--- config.mk ---
export PLATFORM = sky130hd
export DESIGN_NAME = cpu_sequencer_flat
export DESIGN_NICKNAME = d
export VERILOG_FILES = /design/src/rtl/cpu_pkg.sv /design/src/rtl/cpu_sequencer_if.sv /design/src/rtl/cpu_decoder.sv /design/src/rtl/cpu_sequencer.sv /design/src/flat_wrapper.sv
export SDC_FILE = /design/constraint.sdc
export NUM_CORES = 1
export LEC_CHECK = 0
export BUFFER_PORTS_ARGS = -buffer_cell sky130_fd_sc_hd__buf_4
export CAP_MARGIN = 20
export CORE_MARGIN = 2
export CORE_UTILIZATION = 41
export CTS_CLUSTER_SIZE = 20
export DETAILED_ROUTE_END_ITERATION = 6
export GPL_ROUTABILITY_DRIVEN = 0
export PLACE_DENSITY = 0.75
export SKIP_CTS_REPAIR_TIMING = 1
export SYNTH_ARGS = -nofsm -noshare
export SYNTH_HDL_FRONTEND = slang
export SYNTH_SLANG_ARGS = --single-unit
export TNS_END_PERCENT = 10
--- constraint.sdc ---
create_clock -name clock -period 1.61 [get_ports clock]
set_input_delay 0.161 -clock clock [delete_from_list [all_inputs] [get_ports clock]]
set_output_delay 0.161 -clock clock [all_outputs]
set_load 0.02 [all_outputs]
--- src/rtl/cpu_pkg.sv ---
// -----------------------------------------------------------------------------
// cpu_pkg
// Shared types and encodings for the RV32 subset control path (ADD, SUB, ADDI).
//   seq_state_t : sequencer FSM states
//   alu_op_t    : ALU operation select driven to the datapath
//   fault_t     : sticky fault code reported by the sequencer
//   OP_*/F3_*/F7_* : opcode / funct3 / funct7 encodings recognised by the decoder
// -----------------------------------------------------------------------------
package cpu_pkg;

  typedef enum logic [2:0] {
    S_IDLE      = 3'd0,
    S_FETCH     = 3'd1,
    S_DECODE    = 3'd2,
    S_EXECUTE   = 3'd3,
    S_WRITEBACK = 3'd4,
    S_HALT      = 3'd5
  } seq_state_t;

  typedef enum logic [1:0] {
    ALU_NONE = 2'd0,
    ALU_ADD  = 2'd1,
    ALU_SUB  = 2'd2
  } alu_op_t;

  typedef enum logic [1:0] {
    FAULT_NONE    = 2'd0,
    FAULT_ILLEGAL = 2'd1,
    FAULT_TIMEOUT = 2'd2
  } fault_t;

  localparam logic [6:0]  OP_R      = 7'b0110011;
  localparam logic [6:0]  OP_I      = 7'b0010011;
  localparam logic [2:0]  F3_ADD    = 3'b000;
  localparam logic [6:0]  F7_ADD    = 7'b0000000;
  localparam logic [6:0]  F7_SUB    = 7'b0100000;
  // The all-zero word marks a normal end of program.
  localparam logic [31:0] INSTR_END = 32'h0000_0000;

endpackage

--- src/rtl/cpu_sequencer_if.sv ---
// -----------------------------------------------------------------------------
// cpu_sequencer_if
// Control bus between the sequencer and the datapath / instruction memory.
//   start, instr_ready, instruction         : datapath -> sequencer
//   instr_req, ir_load, pc_inc, reg_we,
//   alu_op, use_imm, halted, fault          : sequencer -> datapath
//   cycle_count, retired_count              : performance counters, present only
//                                             when CPU_SEQ_PERF_EN is defined
// Modports: master = sequencer side, slave = datapath side.
// -----------------------------------------------------------------------------
interface cpu_sequencer_if;
  import cpu_pkg::*;

  logic        start;
  logic        instr_req;
  logic        instr_ready;
  logic [31:0] instruction;
  logic        ir_load;
  logic        pc_inc;
  logic        reg_we;
  alu_op_t     alu_op;
  logic        use_imm;
  logic        halted;
  fault_t      fault;

`ifdef CPU_SEQ_PERF_EN
  logic [31:0] cycle_count;
  logic [31:0] retired_count;

  modport master (
    input  start, instr_ready, instruction,
    output instr_req, ir_load, pc_inc, reg_we, alu_op, use_imm, halted, fault,
    output cycle_count, retired_count
  );

  modport slave (
    output start, instr_ready, instruction,
    input  instr_req, ir_load, pc_inc, reg_we, alu_op, use_imm, halted, fault,
    input  cycle_count, retired_count
  );
`else
  modport master (
    input  start, instr_ready, instruction,
    output instr_req, ir_load, pc_inc, reg_we, alu_op, use_imm, halted, fault
  );

  modport slave (
    output start, instr_ready, instruction,
    input  instr_req, ir_load, pc_inc, reg_we, alu_op, use_imm, halted, fault
  );
`endif

endinterface

--- src/rtl/cpu_decoder.sv ---
// -----------------------------------------------------------------------------
// cpu_decoder
// Purely combinational classifier for the RV32 subset.
//   i_instruction : instruction register contents
//   o_alu_op      : ALU_ADD for ADD/ADDI, ALU_SUB for SUB, else ALU_NONE
//   o_use_imm     : operand B is the sign-extended I-immediate (ADDI)
//   o_writes_rd   : legal instruction whose rd is not x0
//   o_is_illegal  : anything outside the subset (except the end marker)
//   o_is_end      : all-zero end-of-program word
// -----------------------------------------------------------------------------
module cpu_decoder
  import cpu_pkg::*;
(
  input  logic [31:0] i_instruction,
  output alu_op_t     o_alu_op,
  output logic        o_use_imm,
  output logic        o_writes_rd,
  output logic        o_is_illegal,
  output logic        o_is_end
);

  logic [6:0] w_opcode;
  logic [2:0] w_funct3;
  logic [6:0] w_funct7;
  logic [4:0] w_rd;
  logic       w_unused;

  assign w_opcode = i_instruction[6:0];
  assign w_funct3 = i_instruction[14:12];
  assign w_funct7 = i_instruction[31:25];
  assign w_rd     = i_instruction[11:7];
  // Register-select fields matter only to the datapath, not to classification.
  assign w_unused = ^i_instruction[24:15];

  // NOTE: every output gets a default before the if-chain, so no path leaves
  // a value unassigned and no latch is inferred.
  always_comb begin
    o_alu_op     = ALU_NONE;
    o_use_imm    = 1'b0;
    o_writes_rd  = 1'b0;
    o_is_illegal = 1'b0;
    o_is_end     = 1'b0;

    if (i_instruction == INSTR_END) begin
      o_is_end = 1'b1;
    end else if (w_opcode == OP_R && w_funct3 == F3_ADD && w_funct7 == F7_ADD) begin
      o_alu_op    = ALU_ADD;
      o_writes_rd = (w_rd != 5'd0);
    end else if (w_opcode == OP_R && w_funct3 == F3_ADD && w_funct7 == F7_SUB) begin
      o_alu_op    = ALU_SUB;
      o_writes_rd = (w_rd != 5'd0);
    end else if (w_opcode == OP_I && w_funct3 == F3_ADD) begin
      o_alu_op    = ALU_ADD;
      o_use_imm   = 1'b1;
      o_writes_rd = (w_rd != 5'd0);
    end else begin
      o_is_illegal = 1'b1;
    end
  end

endmodule

--- src/rtl/cpu_sequencer.sv ---
// -----------------------------------------------------------------------------
// cpu_sequencer
// Multi-cycle control FSM: IDLE -> FETCH -> DECODE -> EXECUTE -> WRITEBACK
// -> FETCH ..., ending in HALT on the end marker, an illegal instruction or a
// memory timeout. All enables except ir_load are registered.
//   MEM_TIMEOUT : FETCH cycles without instr_ready before a timeout halt
//   clock       : rising-edge clock
//   reset       : asynchronous, active-low
//   seq_bus     : cpu_sequencer_if.master (handshake, enables, status)
// Optional feature (macro CPU_SEQ_PERF_EN): 32-bit cycle_count (cycles spent
// outside IDLE/HALT) and retired_count (WRITEBACKs) on seq_bus.
// -----------------------------------------------------------------------------
module cpu_sequencer
  import cpu_pkg::*;
#(
  parameter int MEM_TIMEOUT = 15
) (
  input  logic            clock,
  input  logic            reset,
  cpu_sequencer_if.master seq_bus
);

  localparam int               CNT_W     = $clog2(MEM_TIMEOUT + 1);
  localparam logic [CNT_W-1:0] TIMEOUT_V = CNT_W'(MEM_TIMEOUT);

  seq_state_t       r_state;
  logic [CNT_W-1:0] r_wait_cnt;
  logic             r_instr_req;
  logic             r_pc_inc;
  logic             r_reg_we;
  alu_op_t          r_alu_op;
  logic             r_use_imm;
  logic             r_halted;
  fault_t           r_fault;
  logic             r_dec_writes_rd;

  alu_op_t          w_alu_op;
  logic             w_use_imm;
  logic             w_writes_rd;
  logic             w_is_illegal;
  logic             w_is_end;
  logic [CNT_W-1:0] w_wait_next;

  cpu_decoder u_decoder (
    .i_instruction (seq_bus.instruction),
    .o_alu_op      (w_alu_op),
    .o_use_imm     (w_use_imm),
    .o_writes_rd   (w_writes_rd),
    .o_is_illegal  (w_is_illegal),
    .o_is_end      (w_is_end)
  );

  // Saturating increment; the FSM leaves FETCH before it could ever wrap.
  assign w_wait_next = (r_wait_cnt == TIMEOUT_V) ? r_wait_cnt
                                                 : r_wait_cnt + CNT_W'(1);

  // NOTE: all state below uses non-blocking assignments so every register
  // samples the pre-edge values, independent of statement order.
  always_ff @(posedge clock or negedge reset) begin
    if (!reset) begin
      r_state         <= S_IDLE;
      r_wait_cnt      <= '0;
      r_instr_req     <= 1'b0;
      r_pc_inc        <= 1'b0;
      r_reg_we        <= 1'b0;
      r_alu_op        <= ALU_NONE;
      r_use_imm       <= 1'b0;
      r_halted        <= 1'b0;
      r_fault         <= FAULT_NONE;
      r_dec_writes_rd <= 1'b0;
    end else begin
      // Write/advance strobes are one-cycle pulses raised only on entry to WRITEBACK.
      r_pc_inc <= 1'b0;
      r_reg_we <= 1'b0;

      unique case (r_state)
        S_IDLE: begin
          if (seq_bus.start) begin
            r_state     <= S_FETCH;
            r_instr_req <= 1'b1;
          end
        end

        S_FETCH: begin
          // Ready wins over a timeout landing in the same cycle.
          if (seq_bus.instr_ready) begin
            r_wait_cnt  <= '0;
            r_instr_req <= 1'b0;
            r_state     <= S_DECODE;
          end else begin
            r_wait_cnt <= w_wait_next;
            if (w_wait_next == TIMEOUT_V) begin
              r_instr_req <= 1'b0;
              r_halted    <= 1'b1;
              r_fault     <= FAULT_TIMEOUT;
              r_state     <= S_HALT;
            end
          end
        end

        S_DECODE: begin
          if (w_is_end) begin
            r_halted <= 1'b1;
            r_state  <= S_HALT;
          end else if (w_is_illegal) begin
            r_halted <= 1'b1;
            r_fault  <= FAULT_ILLEGAL;
            r_state  <= S_HALT;
          end else begin
            r_alu_op        <= w_alu_op;
            r_use_imm       <= w_use_imm;
            r_dec_writes_rd <= w_writes_rd;
            r_state         <= S_EXECUTE;
          end
        end

        S_EXECUTE: begin
          // Operands settle here; the write and PC advance follow together.
          r_reg_we <= r_dec_writes_rd;
          r_pc_inc <= 1'b1;
          r_state  <= S_WRITEBACK;
        end

        S_WRITEBACK: begin
          r_alu_op    <= ALU_NONE;
          r_use_imm   <= 1'b0;
          r_instr_req <= 1'b1;
          r_state     <= S_FETCH;
        end

        S_HALT: begin
          // Only reset leaves HALT.
        end

        default: begin
          r_state <= S_IDLE;
        end
      endcase
    end
  end

  assign seq_bus.instr_req = r_instr_req;
  // Capture must happen on the same edge the memory data is valid.
  assign seq_bus.ir_load   = (r_state == S_FETCH) && seq_bus.instr_ready;
  assign seq_bus.pc_inc    = r_pc_inc;
  assign seq_bus.reg_we    = r_reg_we;
  assign seq_bus.alu_op    = r_alu_op;
  assign seq_bus.use_imm   = r_use_imm;
  assign seq_bus.halted    = r_halted;
  assign seq_bus.fault     = r_fault;

`ifdef CPU_SEQ_PERF_EN
  logic [31:0] r_cycle_count;
  logic [31:0] r_retired_count;

  always_ff @(posedge clock or negedge reset) begin
    if (!reset) begin
      r_cycle_count   <= '0;
      r_retired_count <= '0;
    end else begin
      if (r_state != S_IDLE && r_state != S_HALT) begin
        r_cycle_count <= r_cycle_count + 32'd1;
      end
      if (r_state == S_WRITEBACK) begin
        r_retired_count <= r_retired_count + 32'd1;
      end
    end
  end

  assign seq_bus.cycle_count   = r_cycle_count;
  assign seq_bus.retired_count = r_retired_count;
`endif

endmodule

--- src/flat_wrapper.sv ---
// flat-port wrapper written by rule: the top's interface ports become plain ports
module cpu_sequencer_flat import cpu_pkg::*;
#(
  parameter int MEM_TIMEOUT = 15
)
  (clock, reset, seq_bus_start, seq_bus_instr_ready, seq_bus_instruction, seq_bus_instr_req, seq_bus_ir_load, seq_bus_pc_inc, seq_bus_reg_we, seq_bus_alu_op, seq_bus_use_imm, seq_bus_halted, seq_bus_fault);
  cpu_sequencer_if seq_bus_i ();
  input  logic clock;
  input  logic reset;
  input wire logic [$bits(seq_bus_i.start)-1:0] seq_bus_start;
  input wire logic [$bits(seq_bus_i.instr_ready)-1:0] seq_bus_instr_ready;
  input wire logic [$bits(seq_bus_i.instruction)-1:0] seq_bus_instruction;
  output wire logic [$bits(seq_bus_i.instr_req)-1:0] seq_bus_instr_req;
  output wire logic [$bits(seq_bus_i.ir_load)-1:0] seq_bus_ir_load;
  output wire logic [$bits(seq_bus_i.pc_inc)-1:0] seq_bus_pc_inc;
  output wire logic [$bits(seq_bus_i.reg_we)-1:0] seq_bus_reg_we;
  output wire logic [$bits(seq_bus_i.alu_op)-1:0] seq_bus_alu_op;
  output wire logic [$bits(seq_bus_i.use_imm)-1:0] seq_bus_use_imm;
  output wire logic [$bits(seq_bus_i.halted)-1:0] seq_bus_halted;
  output wire logic [$bits(seq_bus_i.fault)-1:0] seq_bus_fault;
  assign seq_bus_i.start = seq_bus_start;
  assign seq_bus_i.instr_ready = seq_bus_instr_ready;
  assign seq_bus_i.instruction = seq_bus_instruction;
  assign seq_bus_instr_req = seq_bus_i.instr_req;
  assign seq_bus_ir_load = seq_bus_i.ir_load;
  assign seq_bus_pc_inc = seq_bus_i.pc_inc;
  assign seq_bus_reg_we = seq_bus_i.reg_we;
  assign seq_bus_alu_op = seq_bus_i.alu_op;
  assign seq_bus_use_imm = seq_bus_i.use_imm;
  assign seq_bus_halted = seq_bus_i.halted;
  assign seq_bus_fault = seq_bus_i.fault;
  cpu_sequencer #(.MEM_TIMEOUT(MEM_TIMEOUT)) u_core (.clock(clock), .reset(reset), .seq_bus(seq_bus_i));
endmodule
Yosys cells after proc, flatten, opt, wreduce, memory -nomap -nowiden
Cells that the tools add are included.
{ "op_classes": {"addsub": 1, "n_mul": 0, "div_mod_pow": 0, "magnitude_cmp": 0, "eq_ne": 18, "shifts": 0, "muxes": 47, "n_bitwise": 3, "reduce_logical": 19} }
{ "op_table": {"columns": ["operator", "count"], "rows": [
  ["$logic_not A32 Y1", 1],
  ["$mux W1", 25],
  ["$mux W2", 9],
  ["$pmux W3 S6", 1],
  ["$mux W3", 5],
  ["$eq A7 B6 Y1 const B", 2],
  ["$reduce_and A3 Y1", 4],
  ["$ne A2 B2 Y1 const B", 5],
  ["$eq A4 B4 Y1 const B", 2],
  ["$mux W4", 2],
  ["$pmux W2 S2", 2],
  ["$eq A7 B5 Y1 const B", 1],
  ["$logic_not A7 Y1", 1],
  ["$eq A3 B2 Y1 const B", 2],
  ["$eq A3 B3 Y1 const B", 2],
  ["$logic_not A3 Y1", 2],
  ["$logic_and A1 B1 Y1", 5],
  ["$reduce_and A5 Y1", 1],
  ["$reduce_bool A5 Y1", 1],
  ["$add A4 B1 Y4 const B", 1],
  ["$pmux W1 S2", 2],
  ["$reduce_and A4 Y1", 1],
  ["$reduce_bool A2 Y1", 2],
  ["$eq A3 B1 Y1 const B", 1],
  ["6 further kinds", 8]
]} }
{ "totals": {"reg_bits": 17, "latchBits": 0, "ram_bits": 0, "mem_bits_ro": 0, "in_bits": 36, "output_inout_bits": 10, "word_cells": 98, "mem_count": 0} }

Longest topological paths before layout
Gate-level depths: netlist of the first run.
{ "depth": {"depth_word": 9, "depth_mapped": 6, "ltp_nobuf": 5} }

Modules after synthesis
Synthesis of the first run repeated with hierarchy kept, for this count alone.
{ "unflattened": {"cells_unflattened": 112, "area_unflattened_um2": 1032.2} }
{ "modules_own_cells": {"columns": ["mod", "instances", "cells_per_inst", "area_each_um2", "seq_area_each_um2"], "rows": [
  ["cpu_sequencer", 1, 88, 860.8, 425.4],
  ["cpu_decoder", 1, 24, 171.4, 0.0]
]} }

Least setup slack after synthesis of the first run
OpenSTA, ideal clock, no wires.
{ "synth_timing": {"kind": "input-to-reg", "from": "in seq_bus_instruction[25]", "to": "reg u_core.r_dec_writes_rd", "setup_ns": 0.125, "arrival_time_ns": 1.735, "t_required_ns": 1.485, "setup_slack_ns": -0.250, "stages": 5, "n_path_buf": 1, "path_cell_list": "or4_4 > o31a_1 > or3b_1 > buf_6 > mux2_4"} }
{ "synth_via": {"elab_chain_cells": 7, "elab_cells_between_ends": 15, "classes_between": "eq/ne (1); mux (7); bitwise (2); reduce/logical (5)"} }
{ "synth_rtl": {"columns": ["element", "line", "source"], "rows": [
  ["start, declared", "flat_wrapper.sv:12", "input wire logic [$bits(seq_bus_i.instruction)-1:0] seq_bus_instruction;"],
  ["$eq A7 B6 Y1", "cpu_decoder.sv:49", "end else if (w_opcode == OP_R && w_funct3 == F3_ADD && w_funct7 == F7_SUB) begin"],
  ["$logic_and A1 B1 Y1", "cpu_decoder.sv:49", null],
  ["$mux W1", "cpu_decoder.sv:49", null],
  ["$mux W1", "cpu_decoder.sv:46", "end else if (w_opcode == OP_R && w_funct3 == F3_ADD && w_funct7 == F7_ADD) begin"],
  ["$mux W1", "cpu_decoder.sv:44", "if (i_instruction == INSTR_END) begin"],
  ["$not A1 Y1 (no source line)", null, null],
  ["$reduce_and A3 Y1 (no source line)", null, null],
  ["end signal, assigned", "cpu_sequencer.sv:112", "r_dec_writes_rd <= w_writes_rd;"],
  ["end, declared", "cpu_sequencer.sv:35", "logic r_dec_writes_rd;"]
]} }
Parallel ways exist; a longest one is shown, timed or not.
A chain may end at the register's enable or synchronous reset.

Worst setup path in the final report of the first run
{ "layout_timing": {"from": "reg u_core.r_state[2]", "to": "out seq_bus_ir_load"} }
{ "layout_via": {"elab_chain_cells": 2} }
{ "layout_rtl": {"columns": ["element", "line", "source"], "rows": [
  ["start, declared", "cpu_sequencer.sv:26", "seq_state_t r_state;"],
  ["start signal, assigned", "cpu_sequencer.sv:61", "r_state <= S_IDLE;"],
  ["start signal, assigned", "cpu_sequencer.sv:79", "r_state <= S_FETCH;"],
  ["start signal, assigned", "cpu_sequencer.sv:89", "r_state <= S_DECODE;"],
  ["$eq A3 B1 Y1", "cpu_sequencer.sv:144", "assign seq_bus.ir_load = (r_state == S_FETCH) && seq_bus.instr_ready;"],
  ["$logic_and A1 B1 Y1", "cpu_sequencer.sv:144", null],
  ["end, declared", "flat_wrapper.sv:14", "output wire logic [$bits(seq_bus_i.ir_load)-1:0] seq_bus_ir_load;"]
]} }
No other way between the ends.

==> impl_metrics.ini, run 1 <==
[die]
core-area_mm2 = 0.00221
boundaryPins = 46
fp.dieH_um = 52.5
start_util_pct = 43.6
dieWidth_um = 52.5
dieArea_mm2 = 0.00276
row_count = 17

[timing]
hold_viol_final = 0
setup-violations-final = 3
final.setup.tns_ps = -103
slew_headroom_pct = 73.3
setup_ws_ps = -82.4
final.min_clock_period_ps = 1690
clock_skew_ps = 8.65
grt_setup_unrepaired = true
max_freq_mhz = 591
fin_crit_sh_pct = 105
slew_viol_final = 0
worst_pin_slew_ps = 397
hold_slack_ps = 80.5

[setup_path]
worstPathMaxFanout = 6
crit_arrival_ps = 1530
end_kind = output port
critical_path_class = reg2out
start_kind = flop
cp.required_ps = 1450

[drt]
routed_wl_um = 2760
routedWlPerCell_um = 13.8
vias_per_cell = 5.27
vias = 1053
dr.pass1.iters = 4
drc_errors = 0
drtIter0Drc = 34
antenna_left = 0

[cts]
numClockSinks = 17
clk_latency_ps = 300
cts_max_path_buffers = 2
cts-root-buf = clkbuf_4
path_clk_slew_ps = 100
numCtsBuffers = 3
htreeDepth = 1
cts_tree = built

[finish]
final_nets = 210
area_delta_synth_final_pct = 63.8
fillCellCount = 172
final_util_pct = 71.4
layout-drive-gt1-share_pct = 48.8
fin_cells = 200
n_antenna_cell = 0
stdcell_area_mm2 = 0.00158

[synthesis]
synth_area_leaders = dfrtp_1, o21ai_0, nand2_1
ys.flop_type = dfrtp_1
synth-edff-count = 0
ys_seq_area_share_pct = 44.1
yosysUniqueCellTypes = 39
synth_cells = 104
ys_seq_elements = 17
yosysTopAreaCell = dfrtp_1
async_reset_ff_share_pct = 100
syn-num-nets = 141
synth_warnings = 0
synth_area_um2 = 965
yosysTopAreaCellShare_pct = 44.1
avgSynthCellArea_um2 = 9.28

[global_route]
grt_max_degree = 18
grtUsageTotal_pct = 20.3
grt_pass1_vias = 922
grt_pass1_wl_um = 4060
overflow = 0
antenna_found_initial = 0

[place]
placed_area_mm2 = 0.00142
pre_cts_ws_ps = -409
io_buffers = 45
dp_cells = 187
dp_hpwl_um = 2110

[flow_run]
maxCapViolCount = 0

[pwr]
ir_worst_vdd_v = 0.00112
cellLeakagePower_nw = 0.767
cellPowerDensity_mw_per_mm2 = 1300
finalPower_mw = 2.05

[run_status]
status = finished, violations left
violations = setup timing

[hold_path]
min_path_type = in2reg
-- worst max-delay path, cell delays in order, from the launching register on --
cell     delay, ps
dfrtp_1        410
buf_6          130
or3b_4         440
nor2_4         130
buf_6          120
-- power breakdown --
part	total (mW)	switching (mW)	internal [mW]
Clock	0.234	0.137	0.0965
Sequential	0.652	0.0916	0.560
Combinational	1.16	0.538	0.624
Total	2.05	0.767	1.28
-- final cells by class --
| cell class | count | area, µm² | area share (%) |
|---|---|---|---|
| clock buffers | 4 | 26.3 | 1.66 |
| repair buffers | 69 | 536 | 33.9 |
| inverters | 4 | 15.0 | 0.950 |
| well taps | 28 | 35.0 | 2.22 |
| multi-input cells | 78 | 543 | 34.4 |
| flip-flops and latches | 17 | 425 | 26.9 |
-- placed cells by master (no fill, tap or decap), types with 2 or more instances in the layout --
cell and n:
o21ai_0 8, nor2_1 6, and3_1 2, nor3_1 5
dfrtp_1 17, inv_1 4, buf_4 64, or3b_4 2
nand3_1 2, o21a_1 2, nor3b_1 2, buf_6 4
nor4_1 4, mux2i_1 2, or4_4 2, a21oi_1 5
nand4_1 3, clkbuf_4 3, nand2_1 10
-- sequential cells by signal, indices dropped and copies added, names as in the netlist, 2 cells and up --
register,flops
u_core.r_wait_cnt,4
u_core.r_state,3
u_core.seq_bus.alu_op,2
u_core.seq_bus.fault,2
-- logic make-up after synthesis --
group | synth area share (%)
buffers and inverters | 4.28
and+or+nand+nor | 28.4
muxes | 4.80
adders and majority gates | 1.30
DFF | 44.1
AOI/OAI and AO/OA | 16.2
xor gates and xnor gates | 0.908
-- final timing paths --
kind	cells past startpoint	slack [ps]	to	start
worst max-delay path	4	-80	seq_bus_ir_load	u_core.r_state[2]
worst min-delay path	2	80	u_core.r_wait_cnt[0]	seq_bus_instr_ready
worst max register to register	6	-10	u_core.seq_bus.alu_op[1]	u_core.r_state[2]
worst min register to register	1	490	u_core.seq_bus.halted	u_core.seq_bus.halted
max in group asynchronous	2	1160	u_core.seq_bus.fault[0]	reset
min in group asynchronous	2	250	u_core.r_wait_cnt[0]	reset
-- cells in the mapped netlist (2+ instances only) --
master,number
nor3_1,5
nand3_1,2
nor4_1,5
mux2i_1,2
nand2_1,10
o21ai_0,8
o21a_1,2
and3_1,2
nor3b_1,2
inv_1,4
clkbuf_1,4
or3b_2,2
nand4_1,3
nor2_1,7
dfrtp_1,17
a21oi_1,5
a2bb2oi_1,2
-- per-layer routing --
layer	share of wire [%]	vias up	routed length [µm]	track usage, %
met4	0.91	0	25	5.13
met5	0	-	0	0
met3	3.3	4	92	5.14
met1	42	509	1160	23.8
li1	-	524	-	-
met2	54	16	1480	36.5
No activity file was read; power rests on OpenSTA's default activity.
==> run 2: changes to the inputs <==
- ABC_AREA: unset -> 1
- CORE_UTILIZATION: 41 -> 44
- PLACE_DENSITY: 0.75 -> 0.76
==> run 2 against run 1 <==
Compared with the run above: the run now ends clean; first-iteration DRC count decreased by 56%; sequential share of layout area decreased by 1.1 points; clock-buffer cell count unchanged; area after synthesis increased by 27%; synthesized cell count increased by 64%; via count increased by 17%; clock skew decreased by 5.8 ps; total power decreased by 13%.
==> impl_metrics.ini, run 2 <==
[pwr]
cellLeakagePower_nw = 0.863
ir_worst_vdd_v = 0.000914
cellPowerDensity_mw_per_mm2 = 1080

[finish]
final_nets = 260
fin_cells = 253
area_delta_synth_final_pct = 34.5
seqCellArea_um2 = 425
largest_register_ffs = 4
top_regs = u_core.r_wait_cnt x4, u_core.r_state x3
layout.cells.most_common_list = buf_4, nand2_1, nor2_1
fillCellCount = 259
n_antenna_cell = 0
top_register = u_core.r_wait_cnt
multi_input_area_um2 = 708
layout-drive-gt1-share_pct = 36.5
final_common_cell = buf_4

[synthesis]
synth_warnings = 0
synthSimpleGateAreaFrac_pct = 49.0
yosysTopAreaCellShare_pct = 34.7
synth_top_family_by_area = simple AND/OR/NAND/NOR gates
synth_xor_area_share_pct = 0
synth_common_cells = nand2_1, nor2_1, inv_1
muxShareOfSynthArea_pct = 0
avgSynthCellArea_um2 = 7.16
synth_area_leaders = dfrtp_1, nand2_1, nor2_1
synth_cells = 171
syn-num-nets = 208
synth_area_mm2 = 0.00122
ys_seq_elements = 17
yosysTopAreaCell = dfrtp_1
yosysMostFrequentCell = nand2_1
ys.flop_type = dfrtp_1
ys_seq_area_share_pct = 34.7
yosysUniqueCellTypes = 30
synth-edff-count = 0
synth-adder-area-share_pct = 1.02
synth-compound-area-share_pct = 7.56
async_reset_ff_share_pct = 100

[timing]
clock_skew_ps = 2.89
grt_setup_unrepaired = false
hold_viol_final = 0
worst_pin_slew_ps = 326
slew_viol_final = 0
fin_crit_sh_pct = 92.1
max_freq_mhz = 674
final.min_clock_period_ps = 1480
setup-violations-final = 0
slew_headroom_pct = 78.3
final.setup.tns_ps = 0

[global_route]
grtUsageTotal_pct = 16.1
grt_pass1_wl_um = 4150
overflow = 0
grt_max_degree = 18
antenna_found_initial = 0
grt_pass1_vias = 1037

[die]
boundaryPins = 46
row_count = 19
start_util_pct = 45.2
dieArea_mm2 = 0.00322
dieWidth_um = 56.8
fp.dieH_um = 56.8
core-area_mm2 = 0.00271

[place]
dp_cells = 247
dp_hpwl_um = 2020
io_buffers = 45

[drt]
drc_errors = 0
top_layer_used = met4
met1_length_um = 1060
drtIter0Drc = 15
vias_per_cell = 4.87
dr.pass1.iters = 4
routed_wl_um = 2490
wl_met2_um = 1250
routedWlPerCell_um = 9.85
route.met3.wl_um = 154
vias = 1233
antenna_left = 0

[hold_path]
min_path_type = in2reg

[setup_path]
cp.required_ps = 1800
end_kind = flop
start_kind = flop
crit_arrival_ps = 1670
worstPathMaxFanout = 4
critical_path_class = reg2reg

[cts]
cts-root-buf = clkbuf_4
cts_tree = built
numClockSinks = 17
path_clk_slew_ps = 90
numCtsBuffers = 3
cts_max_path_buffers = 2
clk_latency_ps = 290
htreeDepth = 1

[run_status]
status = finished, final reports clean

[flow_run]
maxCapViolCount = 0
run 2: metal layers:
layer | up-vias | track usage [%]
met5 | - | 0
met1 | 539 | 20.3
li1 | 646 | -
met4 | 0 | 4.98
met2 | 44 | 27.6
met3 | 4 | 3.46
run 2: area by class of cell:
type	instances	area share [%]
multi-input combinational	129	43.0
tap	31	2.35
sequential	17	25.8
inverter	25	5.69
timing repair buffer	47	21.6
clock buffer	4	1.59
run 2: cell families (layout without fill, tap and decap cells):
| kind of cell | after synthesis | count (layout) |
|---|---|---|
| flip-flops | 17 | 17 |
| AO/OA/AOI/OAI | 15 | 15 |
| buffers and inverters | 25 | 76 |
| AND/OR/NAND/NOR | 113 | 113 |
| adder cells (fa/ha/maj) | 1 | 1 |
run 2: where the power goes:
part           switching [mW]  total [mW]  internal (mW)
clock                   0.130       0.227         0.0964
sequential              0.124       0.654          0.530
combinational           0.534       0.904          0.370
run 2: worst max-delay path, stage by stage, from the launching register on:
cell and delay [ps]:
dfrtp_1 430, ha_2 330, inv_1 30, nand2_1 50
o21ai_1 90, nor2_2 140, nand2_4 90, nand2_4 80
nand2_4 50, nand2_2 50, o21ai_2 40
run 2: worst paths after layout:
| kind | from | slack, ps | cells after the start | endpoint |
|---|---|---|---|---|
| setup / recovery | u_core.r_wait_cnt[0] | 130 | 10 | u_core.seq_bus.instr_req |
| min in group asynchronous | reset | 250 | 2 | u_core.seq_bus.reg_we |
| hold reg to reg | u_core.seq_bus.instr_req | 500 | 2 | u_core.seq_bus.instr_req |
| hold / removal | seq_bus_instruction[7] | 180 | 5 | u_core.r_dec_writes_rd |
| setup reg to reg | u_core.r_wait_cnt[0] | 130 | 10 | u_core.seq_bus.instr_req |
| max in group asynchronous | reset | 1180 | 2 | u_core.r_wait_cnt[1] |
run 2: through the flow:
step | hold WS, ps | util, % | worst slack, ps | instance area, µm² | power (mW)
3_3_place_gp | 30.6 | 59.1 | 153 | 1600 | 1.54
5_1_grt | 196 | 60.8 | 1.00 | 1650 | 1.92
4_1_cts | -280 | 60.1 | 88.6 | 1630 | 1.77
6_report | 183 | 60.8 | 127 | 1650 | 1.78
2_1_floorplan | -135 | - | 190 | 1220 | 1.28
3_5_place_dp | 32.5 | 59.1 | 105 | 1600 | 1.55
==> run 3: changes to the inputs <==
- CORE_MARGIN: 2 -> unset
- CORE_UTILIZATION: 44 -> 43
- PLACE_DENSITY: 0.76 -> 0.75
- SYNTH_HIERARCHICAL: unset -> 1
==> run 3 against run 2 <==
Compared with the run above: combinational power up 16%; die area down 8.9%; utilization up 3.8 points; critical path type unchanged; clock-buffer cell count down 1; sequential power up 4.3%; area after synthesis down 4.4%; total power up 10%; critical endpoint is now u_core/seq_bus.fault[0]; register-to-register slack about the same; largest cell class unchanged; non-clock buffer count up 3; global-route usage up 4.6 points; clock power about the same; highest routed layer unchanged.
==> impl_metrics.ini, run 3 <==
[drt]
drc_errors = 0
drtIter0Drc = 28
antenna_left = 0
vias = 1244
vias_per_cell = 4.86
routedWlPerCell_um = 10.8
dr.pass1.iters = 4
routed_wl_um = 2760

[die]
fp.dieH_um = 54.2
start_util_pct = 46.4
dieWidth_um = 54.2
dieArea_mm2 = 0.00294
boundaryPins = 46
row_count = 18
core-area_mm2 = 0.00252

[setup_path]
r2r_start = u_core/r_wait_cnt[1]
worstSetupStartpoint = u_core/r_wait_cnt[1]
crit_arrival_ps = 1680
critical_path_class = reg2reg
cp.required_ps = 1800
start_kind = flop
end_kind = flop
worstPathMaxFanout = 4

[global_route]
antenna_found_initial = 0
grt_max_degree = 18
grtUsageTotal_pct = 20.7
overflow = 0
grt_pass1_wl_um = 4340
grt_pass1_vias = 1120

[synthesis]
synth_cells = 172
synth_xor_area_share_pct = 0
ys_seq_area_share_pct = 36.3
yosysUniqueCellTypes = 23
synth-edff-count = 0
yosysMostFrequentCell = nand2_1
avgSynthCellArea_um2 = 6.81
yosysTopAreaCellShare_pct = 36.3
synth-compound-area-share_pct = 6.62
synth_warnings = 6
synth_area_leaders = dfrtp_1, nand2_1, nor2_1
yosysTopAreaCell = dfrtp_1
synth_common_cells = nand2_1, nor2_1, inv_1
synthSimpleGateAreaFrac_pct = 46.9
synth-adder-area-share_pct = 1.07
synth_top_family_by_area = simple AND/OR/NAND/NOR gates
ys_seq_elements = 17
ys.flop_type = dfrtp_1
async_reset_ff_share_pct = 100
synth_area_mm2 = 0.00117
syn-num-nets = 209
muxShareOfSynthArea_pct = 0

[run_status]
status = finished, final reports clean

[place]
dp_hpwl_um = 2210
io_buffers = 45

[finish]
final_util_pct = 64.6
area_delta_synth_final_pct = 39.1
layout-drive-gt1-share_pct = 34.5
fillCellCount = 223
final_nets = 264
layout.cells.most_common_list = buf_4, nand2_1, nor2_1
top_regs = u_core/r_wait_cnt x4, u_core/r_state x3
n_antenna_cell = 0
largest_register_ffs = 4
final_common_cell = buf_4
top_register = u_core/r_wait_cnt

[flow_run]
maxCapViolCount = 0

[cts]
clk_latency_ps = 290
path_clk_slew_ps = 100
numClockSinks = 17
numCtsBuffers = 3
cts_max_path_buffers = 2
htreeDepth = 1
cts_tree = built
cts-root-buf = clkbuf_4

[timing]
max_freq_mhz = 674
final.min_clock_period_ps = 1480
final.setup.tns_ps = 0
grt_setup_unrepaired = false
worst_pin_slew_ps = 309
fin_crit_sh_pct = 92.1
slew_headroom_pct = 79.4
hold_viol_final = 0
slew_viol_final = 0
clock_skew_ps = 2.98
setup-violations-final = 0

[pwr]
ir_worst_vdd_v = 0.000770
finalPower_mw = 1.96
cellLeakagePower_nw = 0.877
cellPowerDensity_mw_per_mm2 = 1210

[hold_path]
min_path_type = in2reg
min_from = seq_bus_instr_ready
==> run 3: stage by stage <==
step | setup WS [ps] | instances | cell area (µm²) | hold WS (ps)
2_1_floorplan | 191 | 172 | 1170 | -135
3_3_place_gp | 116 | 249 | 1560 | 33.8
3_5_place_dp | 62.1 | 249 | 1560 | 39.7
4_1_cts | 53.9 | 253 | 1590 | -290
5_1_grt | 2.16 | 256 | 1630 | 220
6_report | 127 | 256 | 1630 | 215
==> run 3: power breakdown <==
group	switching, mW	leakage [nW]	internal [mW]
combinational	0.623	0.644	0.431
sequential	0.132	0.215	0.550
clock	0.136	0.0177	0.0924
total	0.891	0.877	1.07
==> run 3: metal layers <==
metal	wire (µm)	share of wire, %	global-route usage [%]	up-vias
li1	-	-	-	650
met1	1200	43	22.7	554
met2	1440	52	38.0	38
met3	102	3.7	3.95	2
met4	19	0.69	8.97	0
met5	0	0	0	-
==> run 3: cell families after synthesis <==
logic type / after synthesis
simple gates: 113
fa+ha+maj: 1
compound gates: 13
buf+inv: 28
flops: 17
==> run 3: final timing paths <==
kind / endpoint / slack [ps] / cells past startpoint
max in group asynchronous: u_core/r_state[1] / 1160 / 2
min reg2reg: u_core/seq_bus.instr_req / 480 / 2
max: u_core/seq_bus.fault[0] / 130 / 10
max reg2reg: u_core/seq_bus.fault[0] / 130 / 10
min in group asynchronous: u_core/seq_bus.instr_req / 260 / 2
min: u_core/r_wait_cnt[0] / 220 / 4
==> run 3: layout make-up <==
cell class	count	area [µm²]	area share [%]
Clock buffer	3	22.5	1.38
Clock inverter	1	5.00	0.307
Inverter	28	106	6.53
Multi-Input combinational cell	127	654	40.2
Sequential cell	17	425	26.1
Tap cell	30	37.5	2.30
Timing Repair Buffer	50	378	23.2
==> run 3: critical path, cell delays in order (launching register included) <==
cell and delay [ps]:
dfrtp_1 450, ha_4 190, nand3_2 100, nand2_1 70, o21ai_1 90, nor2_2 140
nand2_2 90, nand2_2 90, nand2_2 60, nand2_1 60, nand2_1 50
